`config.mk`:
```
export PLATFORM = sky130hd
export DESIGN_NAME = game_state_ctrl_flat
export DESIGN_NICKNAME = d
export VERILOG_FILES = /design/src/rtl/game_state_ctrl_if.sv /design/src/rtl/game_state_ctrl.sv /design/src/flat_wrapper.sv
export SDC_FILE = /design/constraint.sdc
export NUM_CORES = 1
export LEC_CHECK = 0
export CAP_MARGIN = 5
export CELL_PAD_IN_SITES_DETAIL_PLACEMENT = 1
export CELL_PAD_IN_SITES_GLOBAL_PLACEMENT = 1
export CORE_MARGIN = 5
export CORE_UTILIZATION = 24
export CTS_BUF_LIST = sky130_fd_sc_hd__clkbuf_4
export DETAILED_ROUTE_END_ITERATION = 7
export PLACE_DENSITY = 0.58
export SLEW_MARGIN = 20
export SYNTH_ARGS = -nofsm -noshare
export SYNTH_HDL_FRONTEND = slang
export SYNTH_SLANG_ARGS = --single-unit
```
`constraint.sdc`:
```
create_clock -name pixelClock -period 3.75 [get_ports pixelClock]
set_clock_uncertainty 0.2 [all_clocks]
set_input_delay 0.5625 -clock pixelClock [delete_from_list [all_inputs] [get_ports pixelClock]]
set_output_delay 0.5625 -clock pixelClock [all_outputs]
set_load 0.01 [all_outputs]
```
`src/rtl/game_state_ctrl_if.sv`:
```
// -----------------------------------------------------------------------------
// game_state_ctrl_if
// Groups the frame tick, controller buttons, collision flags and the game state
// outputs exchanged between the Pong state controller and its neighbours.
//   master : drives the inputs (frame tick, buttons, collisions), reads state
//   slave  : the game_state_ctrl itself
// Signals:
//   vSyncStart               one-cycle frame tick
//   buttons[7:0]             debounced controller buttons, 1 = pressed
//   collisionBallScreenLeft  ball reached left edge (computer point)
//   collisionBallScreenRight ball reached right edge (player point)
//   state[7:0]               0 GameOver, 1 Playing, 2 PlayerScored,
//                            3 ComputerScored, 4 Paused
//   playerScore/computerScore score counters
//   winner[1:0]              0 none, 1 player, 2 computer
//   serveToPlayer            next serve travels toward the player
//   delayActive              scored-state frame delay running
// -----------------------------------------------------------------------------
interface game_state_ctrl_if #(
    parameter int SCORE_W = 4
);
    logic               vSyncStart;
    logic [7:0]         buttons;
    logic               collisionBallScreenLeft;
    logic               collisionBallScreenRight;
    logic [7:0]         state;
    logic [SCORE_W-1:0] playerScore;
    logic [SCORE_W-1:0] computerScore;
    logic [1:0]         winner;
    logic               serveToPlayer;
    logic               delayActive;

    modport master (
        output vSyncStart,
        output buttons,
        output collisionBallScreenLeft,
        output collisionBallScreenRight,
        input  state,
        input  playerScore,
        input  computerScore,
        input  winner,
        input  serveToPlayer,
        input  delayActive
    );

    modport slave (
        input  vSyncStart,
        input  buttons,
        input  collisionBallScreenLeft,
        input  collisionBallScreenRight,
        output state,
        output playerScore,
        output computerScore,
        output winner,
        output serveToPlayer,
        output delayActive
    );
endinterface

```
`src/rtl/game_state_ctrl.sv`:
```
// -----------------------------------------------------------------------------
// game_state_ctrl
// Frame-rate Pong game state controller. Tracks both scores, sequences the
// game through GameOver / Playing / PlayerScored / ComputerScored / Paused,
// handles pause, serve side, a win score with a minimum winning lead, and a
// scored-state delay before a serve is accepted. Every register advances only
// on pixelClock edges where vSyncStart is high; all outputs are registered.
// Ports:
//   pixelClock  system clock
//   resetN      asynchronous active-low reset
//   bus         game_state_ctrl_if.slave (frame tick, buttons, collisions in;
//               state, scores, winner, serveToPlayer, delayActive out)
// -----------------------------------------------------------------------------
module game_state_ctrl #(
    parameter int SCORE_W      = 4,
    parameter int WIN_SCORE    = 9,
    parameter int WIN_MARGIN   = 1,
    parameter int DELAY_FRAMES = 120,
    parameter int START_BTN    = 3,
    parameter int SERVE_BTN    = 7
) (
    input  logic              pixelClock,
    input  logic              resetN,
    game_state_ctrl_if.slave  bus
);

    // A zero-frame delay still needs a one-bit counter to hold the value 0.
    localparam int CNT_W = (DELAY_FRAMES > 0) ? $clog2(DELAY_FRAMES + 1) : 1;
    // Margin arithmetic is done wider than the scores so sums never wrap.
    localparam int MW    = SCORE_W + 2;

    localparam logic [CNT_W-1:0]   DELAY_C      = CNT_W'(DELAY_FRAMES);
    localparam logic [CNT_W-1:0]   CNT_ZERO     = {CNT_W{1'b0}};
    localparam logic [CNT_W-1:0]   CNT_ONE      = CNT_W'(1);
    localparam logic [SCORE_W-1:0] SCORE_ZERO   = {SCORE_W{1'b0}};
    localparam logic [SCORE_W-1:0] SCORE_MAX    = {SCORE_W{1'b1}};
    localparam logic [SCORE_W-1:0] SCORE_ONE    = SCORE_W'(1);
    localparam logic [MW-1:0]      WIN_SCORE_C  = MW'(WIN_SCORE);
    localparam logic [MW-1:0]      WIN_MARGIN_C = MW'(WIN_MARGIN);

    typedef enum logic [2:0] {
        ST_OVER     = 3'd0,
        ST_PLAYING  = 3'd1,
        ST_PSCORED  = 3'd2,
        ST_CSCORED  = 3'd3,
        ST_PAUSED   = 3'd4
    } state_t;

    // Saturating score increment.
    function automatic logic [SCORE_W-1:0] sat_inc(input logic [SCORE_W-1:0] v);
        logic [SCORE_W-1:0] res;
        if (v == SCORE_MAX) begin
            res = SCORE_MAX;
        end else begin
            res = v + SCORE_ONE;
        end
        return res;
    endfunction

    // True when scorer s has reached the win score with the required lead over o.
    function automatic logic win_reached(input logic [SCORE_W-1:0] s,
                                         input logic [SCORE_W-1:0] o);
        logic [MW-1:0] s_x;
        logic [MW-1:0] o_x;
        s_x = MW'(s);
        o_x = MW'(o);
        return (s_x >= WIN_SCORE_C) && (s_x >= (o_x + WIN_MARGIN_C));
    endfunction

    // Registered state
    state_t             state_r;
    logic [SCORE_W-1:0] player_score_r;
    logic [SCORE_W-1:0] computer_score_r;
    logic [1:0]         winner_r;
    logic               serve_to_player_r;
    logic               delay_active_r;
    logic [CNT_W-1:0]   count_r;
    logic               start_prev_r;
    logic               serve_armed_r;

    // Next-state values
    state_t             state_s;
    logic [SCORE_W-1:0] player_score_s;
    logic [SCORE_W-1:0] computer_score_s;
    logic [1:0]         winner_s;
    logic               serve_to_player_s;
    logic               delay_active_s;
    logic [CNT_W-1:0]   count_s;
    logic               start_prev_s;
    logic               serve_armed_s;

    // Helpers
    logic               start_press_s;
    logic               serve_btn_s;
    logic [SCORE_W-1:0] scorer_s;
    logic [SCORE_W-1:0] opponent_s;
    logic               win_s;

    assign start_press_s = bus.buttons[START_BTN] & ~start_prev_r;
    assign serve_btn_s   = bus.buttons[SERVE_BTN];

    // Select the scorer/opponent pair for the current scored state and evaluate the win rule.
    always_comb begin
        scorer_s   = player_score_r;
        opponent_s = computer_score_r;
        if (state_r == ST_CSCORED) begin
            scorer_s   = computer_score_r;
            opponent_s = player_score_r;
        end else begin
            scorer_s   = player_score_r;
            opponent_s = computer_score_r;
        end
        win_s = win_reached(scorer_s, opponent_s);
    end

    // Next-state and next-output logic; everything holds unless a frame tick is present.
    always_comb begin
        state_s           = state_r;
        player_score_s    = player_score_r;
        computer_score_s  = computer_score_r;
        winner_s          = winner_r;
        serve_to_player_s = serve_to_player_r;
        delay_active_s    = delay_active_r;
        count_s           = count_r;
        start_prev_s      = start_prev_r;
        serve_armed_s     = serve_armed_r;

        if (bus.vSyncStart) begin
            start_prev_s = bus.buttons[START_BTN];
            case (state_r)
                ST_OVER: begin
                    if (start_press_s) begin
                        state_s           = ST_PLAYING;
                        player_score_s    = SCORE_ZERO;
                        computer_score_s  = SCORE_ZERO;
                        winner_s          = 2'd0;
                        serve_to_player_s = 1'b1;
                        serve_armed_s     = 1'b0;
                        delay_active_s    = 1'b0;
                    end else begin
                        state_s = ST_OVER;
                    end
                end

                ST_PLAYING: begin
                    // Start beats collisions; right beats left when both hit together.
                    if (start_press_s) begin
                        state_s = ST_PAUSED;
                    end else if (bus.collisionBallScreenRight) begin
                        state_s           = ST_PSCORED;
                        player_score_s    = sat_inc(player_score_r);
                        serve_to_player_s = 1'b0;
                        count_s           = CNT_ZERO;
                        serve_armed_s     = 1'b0;
                    end else if (bus.collisionBallScreenLeft) begin
                        state_s           = ST_CSCORED;
                        computer_score_s  = sat_inc(computer_score_r);
                        serve_to_player_s = 1'b1;
                        count_s           = CNT_ZERO;
                        serve_armed_s     = 1'b0;
                    end else begin
                        state_s = ST_PLAYING;
                    end
                end

                ST_PAUSED: begin
                    if (start_press_s) begin
                        state_s = ST_PLAYING;
                    end else begin
                        state_s = ST_PAUSED;
                    end
                end

                ST_PSCORED, ST_CSCORED: begin
                    // Win is only evaluated on the first frame in the state, before
                    // the delay counter has moved off zero.
                    if ((count_r == CNT_ZERO) && win_s) begin
                        state_s        = ST_OVER;
                        winner_s       = (state_r == ST_PSCORED) ? 2'd1 : 2'd2;
                        delay_active_s = 1'b0;
                    end else if (count_r != DELAY_C) begin
                        count_s        = count_r + CNT_ONE;
                        delay_active_s = 1'b1;
                    end else begin
                        delay_active_s = 1'b0;
                        // A must be seen released after the delay before a press serves,
                        // so a button held across the point never auto-serves.
                        if (serve_btn_s && serve_armed_r) begin
                            state_s       = ST_PLAYING;
                            serve_armed_s = 1'b0;
                        end else if (!serve_btn_s) begin
                            serve_armed_s = 1'b1;
                        end else begin
                            serve_armed_s = serve_armed_r;
                        end
                    end
                end

                default: begin
                    state_s = ST_OVER;
                end
            endcase
        end else begin
            state_s = state_r;
        end
    end

    // State and output registers with asynchronous reset.
    always_ff @(posedge pixelClock or negedge resetN) begin
        if (!resetN) begin
            state_r           <= ST_OVER;
            player_score_r    <= SCORE_ZERO;
            computer_score_r  <= SCORE_ZERO;
            winner_r          <= 2'd0;
            serve_to_player_r <= 1'b1;
            delay_active_r    <= 1'b0;
            count_r           <= CNT_ZERO;
            start_prev_r      <= 1'b1;
            serve_armed_r     <= 1'b0;
        end else begin
            state_r           <= state_s;
            player_score_r    <= player_score_s;
            computer_score_r  <= computer_score_s;
            winner_r          <= winner_s;
            serve_to_player_r <= serve_to_player_s;
            delay_active_r    <= delay_active_s;
            count_r           <= count_s;
            start_prev_r      <= start_prev_s;
            serve_armed_r     <= serve_armed_s;
        end
    end

    assign bus.state         = {5'b00000, state_r};
    assign bus.playerScore   = player_score_r;
    assign bus.computerScore = computer_score_r;
    assign bus.winner        = winner_r;
    assign bus.serveToPlayer = serve_to_player_r;
    assign bus.delayActive   = delay_active_r;

endmodule

```
`src/flat_wrapper.sv`:
```
// flat-port wrapper written by rule: the top's interface ports become plain ports
module game_state_ctrl_flat 
#(
    parameter int SCORE_W      = 4,
    parameter int WIN_SCORE    = 9,
    parameter int WIN_MARGIN   = 1,
    parameter int DELAY_FRAMES = 120,
    parameter int START_BTN    = 3,
    parameter int SERVE_BTN    = 7
)
  (pixelClock, resetN, bus_vSyncStart, bus_buttons, bus_collisionBallScreenLeft, bus_collisionBallScreenRight, bus_state, bus_playerScore, bus_computerScore, bus_winner, bus_serveToPlayer, bus_delayActive);
  game_state_ctrl_if #(.SCORE_W(SCORE_W)) bus_i ();
  input  logic pixelClock;
  input  logic resetN;
  input wire logic [$bits(bus_i.vSyncStart)-1:0] bus_vSyncStart;
  input wire logic [$bits(bus_i.buttons)-1:0] bus_buttons;
  input wire logic [$bits(bus_i.collisionBallScreenLeft)-1:0] bus_collisionBallScreenLeft;
  input wire logic [$bits(bus_i.collisionBallScreenRight)-1:0] bus_collisionBallScreenRight;
  output wire logic [$bits(bus_i.state)-1:0] bus_state;
  output wire logic [$bits(bus_i.playerScore)-1:0] bus_playerScore;
  output wire logic [$bits(bus_i.computerScore)-1:0] bus_computerScore;
  output wire logic [$bits(bus_i.winner)-1:0] bus_winner;
  output wire logic [$bits(bus_i.serveToPlayer)-1:0] bus_serveToPlayer;
  output wire logic [$bits(bus_i.delayActive)-1:0] bus_delayActive;
  assign bus_i.vSyncStart = bus_vSyncStart;
  assign bus_i.buttons = bus_buttons;
  assign bus_i.collisionBallScreenLeft = bus_collisionBallScreenLeft;
  assign bus_i.collisionBallScreenRight = bus_collisionBallScreenRight;
  assign bus_state = bus_i.state;
  assign bus_playerScore = bus_i.playerScore;
  assign bus_computerScore = bus_i.computerScore;
  assign bus_winner = bus_i.winner;
  assign bus_serveToPlayer = bus_i.serveToPlayer;
  assign bus_delayActive = bus_i.delayActive;
  game_state_ctrl #(.SCORE_W(SCORE_W), .WIN_SCORE(WIN_SCORE), .WIN_MARGIN(WIN_MARGIN), .DELAY_FRAMES(DELAY_FRAMES), .START_BTN(START_BTN), .SERVE_BTN(SERVE_BTN)) u_core (.pixelClock(pixelClock), .resetN(resetN), .bus(bus_i));
endmodule
```
==> results of run 1 <==
-- cell type report --
cell class                 count  area (um^2)  share of cell area, %
clock inverter                 1        30.03                  1.428
multi-input combinational    150         1023                  48.66
sequential                    24        603.1                  28.67
tap                           99        123.9                  5.889
clock buffer                   3        22.52                  1.071
inverter                      10        37.54                  1.785
timing repair buffer          28        262.8                  12.49
-- path summary, 6_finish.rpt --
kind / from / end / slack, ns / cells past startpoint
max: u_core.state_r[2] / u_core.count_r[3] / 0.49 / 10
min: u_core.bus.delayActive / u_core.bus.delayActive / 0.31 / 2
max reg2reg: u_core.state_r[2] / u_core.count_r[3] / 0.49 / 10
min reg2reg: u_core.bus.delayActive / u_core.bus.delayActive / 0.31 / 2
max in group asynchronous: resetN / u_core.start_prev_r / 2.68 / 2
min in group asynchronous: resetN / u_core.bus.winner[0] / 0.37 / 2
-- report_power, final --
group,internal (uW),switching [uW]
Combinational,93.8,98.3
Sequential,299,53.1
Clock,108,89.7
-- synthesized netlist by cell type (all sizes together) (2+ instances only) --
cell / instances / area share (%)
o31ai: 4 / 2.5
inv: 10 / 2.2
nor3: 4 / 1.8
a21oi: 8 / 2.3
nor3b: 4 / 1.7
and4: 3 / 1.5
nor2b: 5 / 1.8
mux2i: 3 / 1.7
nor2: 15 / 3.2
nand2b: 6 / 2.2
nand3: 6 / 1.7
nand2: 13 / 2.8
o211ai: 2 / 0.86
dfrtp: 22 / 32
a31oi: 6 / 2.2
o21ai: 14 / 4.3
xor2: 2 / 1.0
clkbuf: 3 / 0.65
o41ai: 3 / 1.5
mux2: 5 / 3.2
and3: 4 / 1.4
nor4: 2 / 0.72
nand4: 3 / 1.1
ha: 9 / 6.5
or3: 4 / 1.4
o22a: 3 / 1.5
buf: 11 / 4.3
nand3b: 2 / 0.86
a2111oi: 2 / 1.4
o22ai: 2 / 1.1
o21a: 2 / 0.86
a22o: 2 / 1.0
dfstp: 2 / 3.0
-- sequential cells by signal, indices dropped and copies added, names as in the netlist --
name / cells
u_core.count_r: 7
u_core.bus.computerScore: 4
u_core.bus.playerScore: 4
u_core.state_r: 3
u_core.bus.winner: 2
u_core.bus.delayActive: 1
u_core.bus.serveToPlayer: 1
u_core.serve_armed_r: 1
u_core.start_prev_r: 1
-- logic make-up (layout without fill, tap and decap cells) --
family / Yosys count / count (layout) / share of synthesized area (%)
AND/OR/NAND/NOR: 72 / 72 / 22.86
adder cells (fa/ha/maj): 9 / 9 / 6.489
flip-flops: 24 / 24 / 34.75
other: 1 / 5 / 0.2161
AO/OA/AOI/OAI: 54 / 54 / 22.57
buffers and inverters: 24 / 42 / 7.137
multiplexers: 8 / 8 / 4.975
XOR/XNOR: 2 / 2 / 1.010
-- layout by cell type (no fill, tap or decap), types with 3 or more instances in the layout --
cell type | netlist | layout
nor3_1 | 3 | 3
mux2i_1 | 3 | 3
and4_1 | 3 | 3
a21oi_1 | 8 | 8
nor3b_1 | 4 | 4
buf_4 | 6 | 7
dfrtp_1 | 22 | 22
nand4_1 | 3 | 3
inv_1 | 10 | 10
o31ai_1 | 3 | 3
mux2_2 | 5 | 5
nand2b_1 | 6 | 6
a31oi_1 | 6 | 6
nor2b_1 | 5 | 5
and3_1 | 4 | 4
ha_1 | 9 | 9
o21ai_0 | 11 | 11
nor2_1 | 15 | 15
o41ai_1 | 3 | 3
conb_1 | 1 | 5
nand3_1 | 6 | 6
or3_1 | 4 | 4
o22a_1 | 3 | 3
clkdlybuf4s50_1 | 0 | 21
clkbuf_4 | 0 | 3
nand2_1 | 13 | 13
-- stage by stage --
| stage | worst slack, ns | total power (uW) |
|---|---|---|
| after floorplan | 0.2831 | 480.2 |
| after detailed placement | 0.5106 | 552.2 |
| after CTS | 0.4376 | 755.3 |
| after global placement | 0.5289 | 547.8 |
| final | 0.4934 | 742.4 |
| after global routing | 0.2575 | 797.5 |
-- routing by layer --
metal	track usage (%)	vias up	part of all wire, %	wire length (um)
li1	-	752	-	-
met1	14.56	766	48	2164
met2	17.38	26	47	2090
met3	2.210	2	4.0	181
met4	2.284	0	0.81	36
met5	0	-	0	0
-- critical path: stages (launching register included) --
cell and delay [ns]:
dfrtp_1 0.40, nand3b_1 0.25, mux2_2 0.33, ha_1 0.24, xor2_1 0.18, ha_1 0.23, a2111oi_0 0.39, buf_4 0.19
a2111oi_2 0.05, or3_1 0.50, o31ai_4 0.21
==> results.cfg, run 1 <==
[timing]
maxSlewHeadroom_pct = 48.17
finalHoldViolations = 0
period_share_pct = 86.84
drv_slew = 0
period_minus_slack_ns = 3.257
fmax_mhz = 307.1
rsz0062_at_grt = false
worst_pin_slew_ns = 0.7767
fin_tns_setup_ns = 0
hold-worst-slack_ns = 0.3078
finalSetupViolations = 0

[floorplan]
core_mm2 = 0.007137
ios = 33
die_area_mm2 = 0.009032
die_h_um = 95.04
fp-row-count = 31
die_x_um = 95.04
start_util_pct = 24.32

[worst_setup_path]
crit_type = flip-flop to flip-flop
start_kind = flip-flop
cp-end-kind = flip-flop
cp_max_fo = 6
critical_path_arrival_ns = 3.31
required_ns = 3.80

[global_route]
grt_antenna_before_repair = 0
grt_usage_pct = 10.66
grt_pass1_vias = 1564
grt_overflow = 0
grt_max_degree = 25
grt_first_pass_wirelength_um = 7665

[route]
dr.first_iter.drc_count = 59
drt_pass1_iterations = 4
wl_per_cell_um = 14.20
ant_nets = 0
wl_um = 4472
vias = 1546
drc = 0
viasPerCell = 4.908

[worst_hold_path]
hold_path.class = flip-flop to flip-flop

[final_layout]
layout.cells.non_filler = 315
nFillCells = 872
drive_above_1_share_pct = 10.65
final_area_mm2 = 0.002103
antennaDiodeCount = 0
post-route-util_pct = 29.47
area_delta_synth_final_pct = 21.20
nNetsFinal = 239

[clock_network]
cts_buffer_depth = 2
clock_latency_ns = 0.33
hold_buffers = 0
htree_levels = 1
path_clk_slew_ns = 0.15
tritoncts = built
post_cts_buffers = 0
ctsResizeCount = 0
root_buffer = clkbuf_4
cts_sinks = 24
cts_buffers = 3

[logic_synthesis]
synth.ff_latch_count = 24
seq_area_frac_synth_pct = 34.75
synth_ff_type = dfrtp_1
synth_enable_flop_cells = 0
async_reset_ff_share_pct = 100.0
yosys_warnings = 0
synthCells = 194
synth_cell_types = 50
syn_avg_cell_area_um2 = 8.945
netlist_area_mm2 = 0.001735

[pwr]
powerDensity_mw_per_mm2 = 353.0
p_leak_uw = 0.0008636
ir_drop_mv = 0.1799

[place]
port_buffers = 21
dp_hpwl_um = 3391
placed_area_mm2 = 0.002051
place.gp.congestion = 0.7095
dp_cells = 311

[status]
outcome = complete, no violations

[flow_run]
cap_violations = 0
Note: power is estimated with default switching activity, not from simulation.
==> run 2: changes to the inputs <==
SETUP_SLACK_MARGIN = 0.1   (was unset)
==> results of run 2 <==
No change in the layout: final DEF, timing and power equal those of run 1.
==> run 3: changes to the inputs <==
CORE_ASPECT_RATIO = 0.7   (was unset)
clock period = 3.6 ns   (was 3.75 ns; I/O delays follow)
==> run 3 against run 2 <==
Cell area grew 0.12%. Sequential share of layout area about the same. Wire length increased by 7.0%. Sequential cell count stayed put. Final cell count down 0.32%. Critical path type unchanged. Highest routed layer unchanged.
==> results.cfg, run 3 (synthesized netlist as in run 1, its figures left out) <==
[clock_network]
htree_levels = 1
tritoncts = built
cts_buffers = 3
clock_latency_ns = 0.32
cts_sinks = 24
path_clk_slew_ns = 0.14
cts_buffer_depth = 2
root_buffer = clkbuf_4

[floorplan]
core_mm2 = 0.006882
fp-row-count = 25
die_x_um = 111.6
die_h_um = 81.15
ios = 33
die_area_mm2 = 0.009059
start_util_pct = 25.22

[timing]
period_share_pct = 88.73
finalSetupViolations = 0
fmax_mhz = 313.1
finalHoldViolations = 0
worst_pin_slew_ns = 0.7674
rsz0062_at_grt = false
maxSlewHeadroom_pct = 48.79
timing.final.ws_setup_ns = 0.4057
drv_slew = 0
period_minus_slack_ns = 3.194
fin_tns_setup_ns = 0

[place]
dp_hpwl_um = 3630
dp_cells = 308
dp_slack_ns = 0.2819
port_buffers = 21
place.gp.congestion = 0.7670
placed_area_mm2 = 0.002059

[worst_setup_path]
crit_top_cell = buf_4
worst_path_largest_cell_delay_ns = 0.40
cp_max_fo = 6
cp-end-kind = flip-flop
ff2ff_setup_slack_ns = 0.41
r2r_start = u_core.state_r[2]
required_ns = 3.62
reg2reg_depth = 13
critical_path_arrival_ns = 3.22
cp-startpoint = u_core.state_r[2]
r2r_end = u_core.bus.winner[1]
crit_slowest_cell = dfrtp_1
crit_type = flip-flop to flip-flop
path_cells = nand3b_1, buf_4, o21a_1, inv_1, ha_1, xor2_1, ha_1, a2111oi_0, buf_4, a2111oi_2, buf_4, and4_1, a211o_1
start_kind = flip-flop

[final_layout]
top_register = u_core.count_r
final_area_mm2 = 0.002106
antennaDiodeCount = 0
largest_reg_flops = 7
nNetsFinal = 243
drive_above_1_share_pct = 12.27
layout.cells.non_filler = 314
area_delta_synth_final_pct = 21.34
layout_commonest_cell = dfrtp_1
layout_common_cells = dfrtp_1, clkdlybuf4s50_1, nor2_1

[route]
dr.first_iter.drc_count = 38
wl_per_cell_um = 15.24
vias = 1544
drc = 0
drt_pass1_iterations = 4
wl_um = 4786
ant_nets = 0
viasPerCell = 4.917

[worst_hold_path]
min_to = u_core.bus.delayActive
worstHoldPathCells = 2
hold_start = u_core.bus.delayActive
hold_path.class = flip-flop to flip-flop

[pwr]
p_leak_uw = 0.0008702
powerDensity_mw_per_mm2 = 333.8
power.total_uw = 703.0
ir_drop_mv = 0.1337

[flow_run]
cap_violations = 0

[global_route]
grt_usage_pct = 10.81
grt_max_degree = 25
grt_first_pass_wirelength_um = 8031
grt_overflow = 0
grt_antenna_before_repair = 0
grt_pass1_vias = 1561

[status]
outcome = complete, no violations
-- run 3: how the worst max path moves through the flow --
stage | endpoint | slack [ns] | cells past startpoint
floorplan | u_core.count_r[3] | 0.13 | 12
global placement | u_core.count_r[3] | 0.28 | 10
detailed placement | u_core.count_r[0] | 0.28 | 12
CTS | u_core.count_r[0] | 0.24 | 12
global route | u_core.bus.winner[1] | 0.21 | 13
finish | u_core.bus.winner[1] | 0.41 | 13
-- run 3: stage by stage --
step | hold WS, ns | utilization (%)
after floorplan | 0.04441 | -
after global placement | 0.2638 | 29.93
after detailed placement | 0.2886 | 29.93
after CTS | 0.3218 | 30.31
after global routing | 0.3344 | 30.60
final | 0.3170 | 30.60
-- run 3: routing by layer --
metal / global-route usage (%) / vias to the layer above / part of all wire, %
met5: 0 / - / 0
met4: 1.094 / 0 / 0.42
met3: 2.457 / 2 / 2.6
met2: 16.09 / 21 / 41
met1: 16.33 / 759 / 56
li1: - / 762 / -
-- run 3: area by class of cell --
| cell class | count | area [um^2] |
|---|---|---|
| multi-input cells | 150 | 1028 |
| well taps | 94 | 117.6 |
| fillers | 826 | 4776 |
| clock buffers | 3 | 22.52 |
| clock inverters | 1 | 3.754 |
| inverters | 10 | 37.54 |
| repair buffers | 32 | 292.8 |
| flip-flops and latches | 24 | 603.1 |
-- run 3: what timing repair did --
action	CTS	global route
resized for setup	0	1
endpoints found under the hold margin	0	0
hold buffers	0	0
endpoints found under the setup margin	0	3
buffers inserted	0	2
-- run 3: critical path, delay by kind of cell, from the launching register on --
family / cells / cell delay [ns]
compound gates: 4 / 0.82
buf+inv: 4 / 0.65
simple gates: 2 / 0.50
fa+ha+maj: 2 / 0.44
flops: 1 / 0.40
xor+xnor: 1 / 0.09
-- run 3: power by group --
part	internal [uW]	switching, uW
clock	40.6	87.7
combinational	101	105
sequential	312	57.4
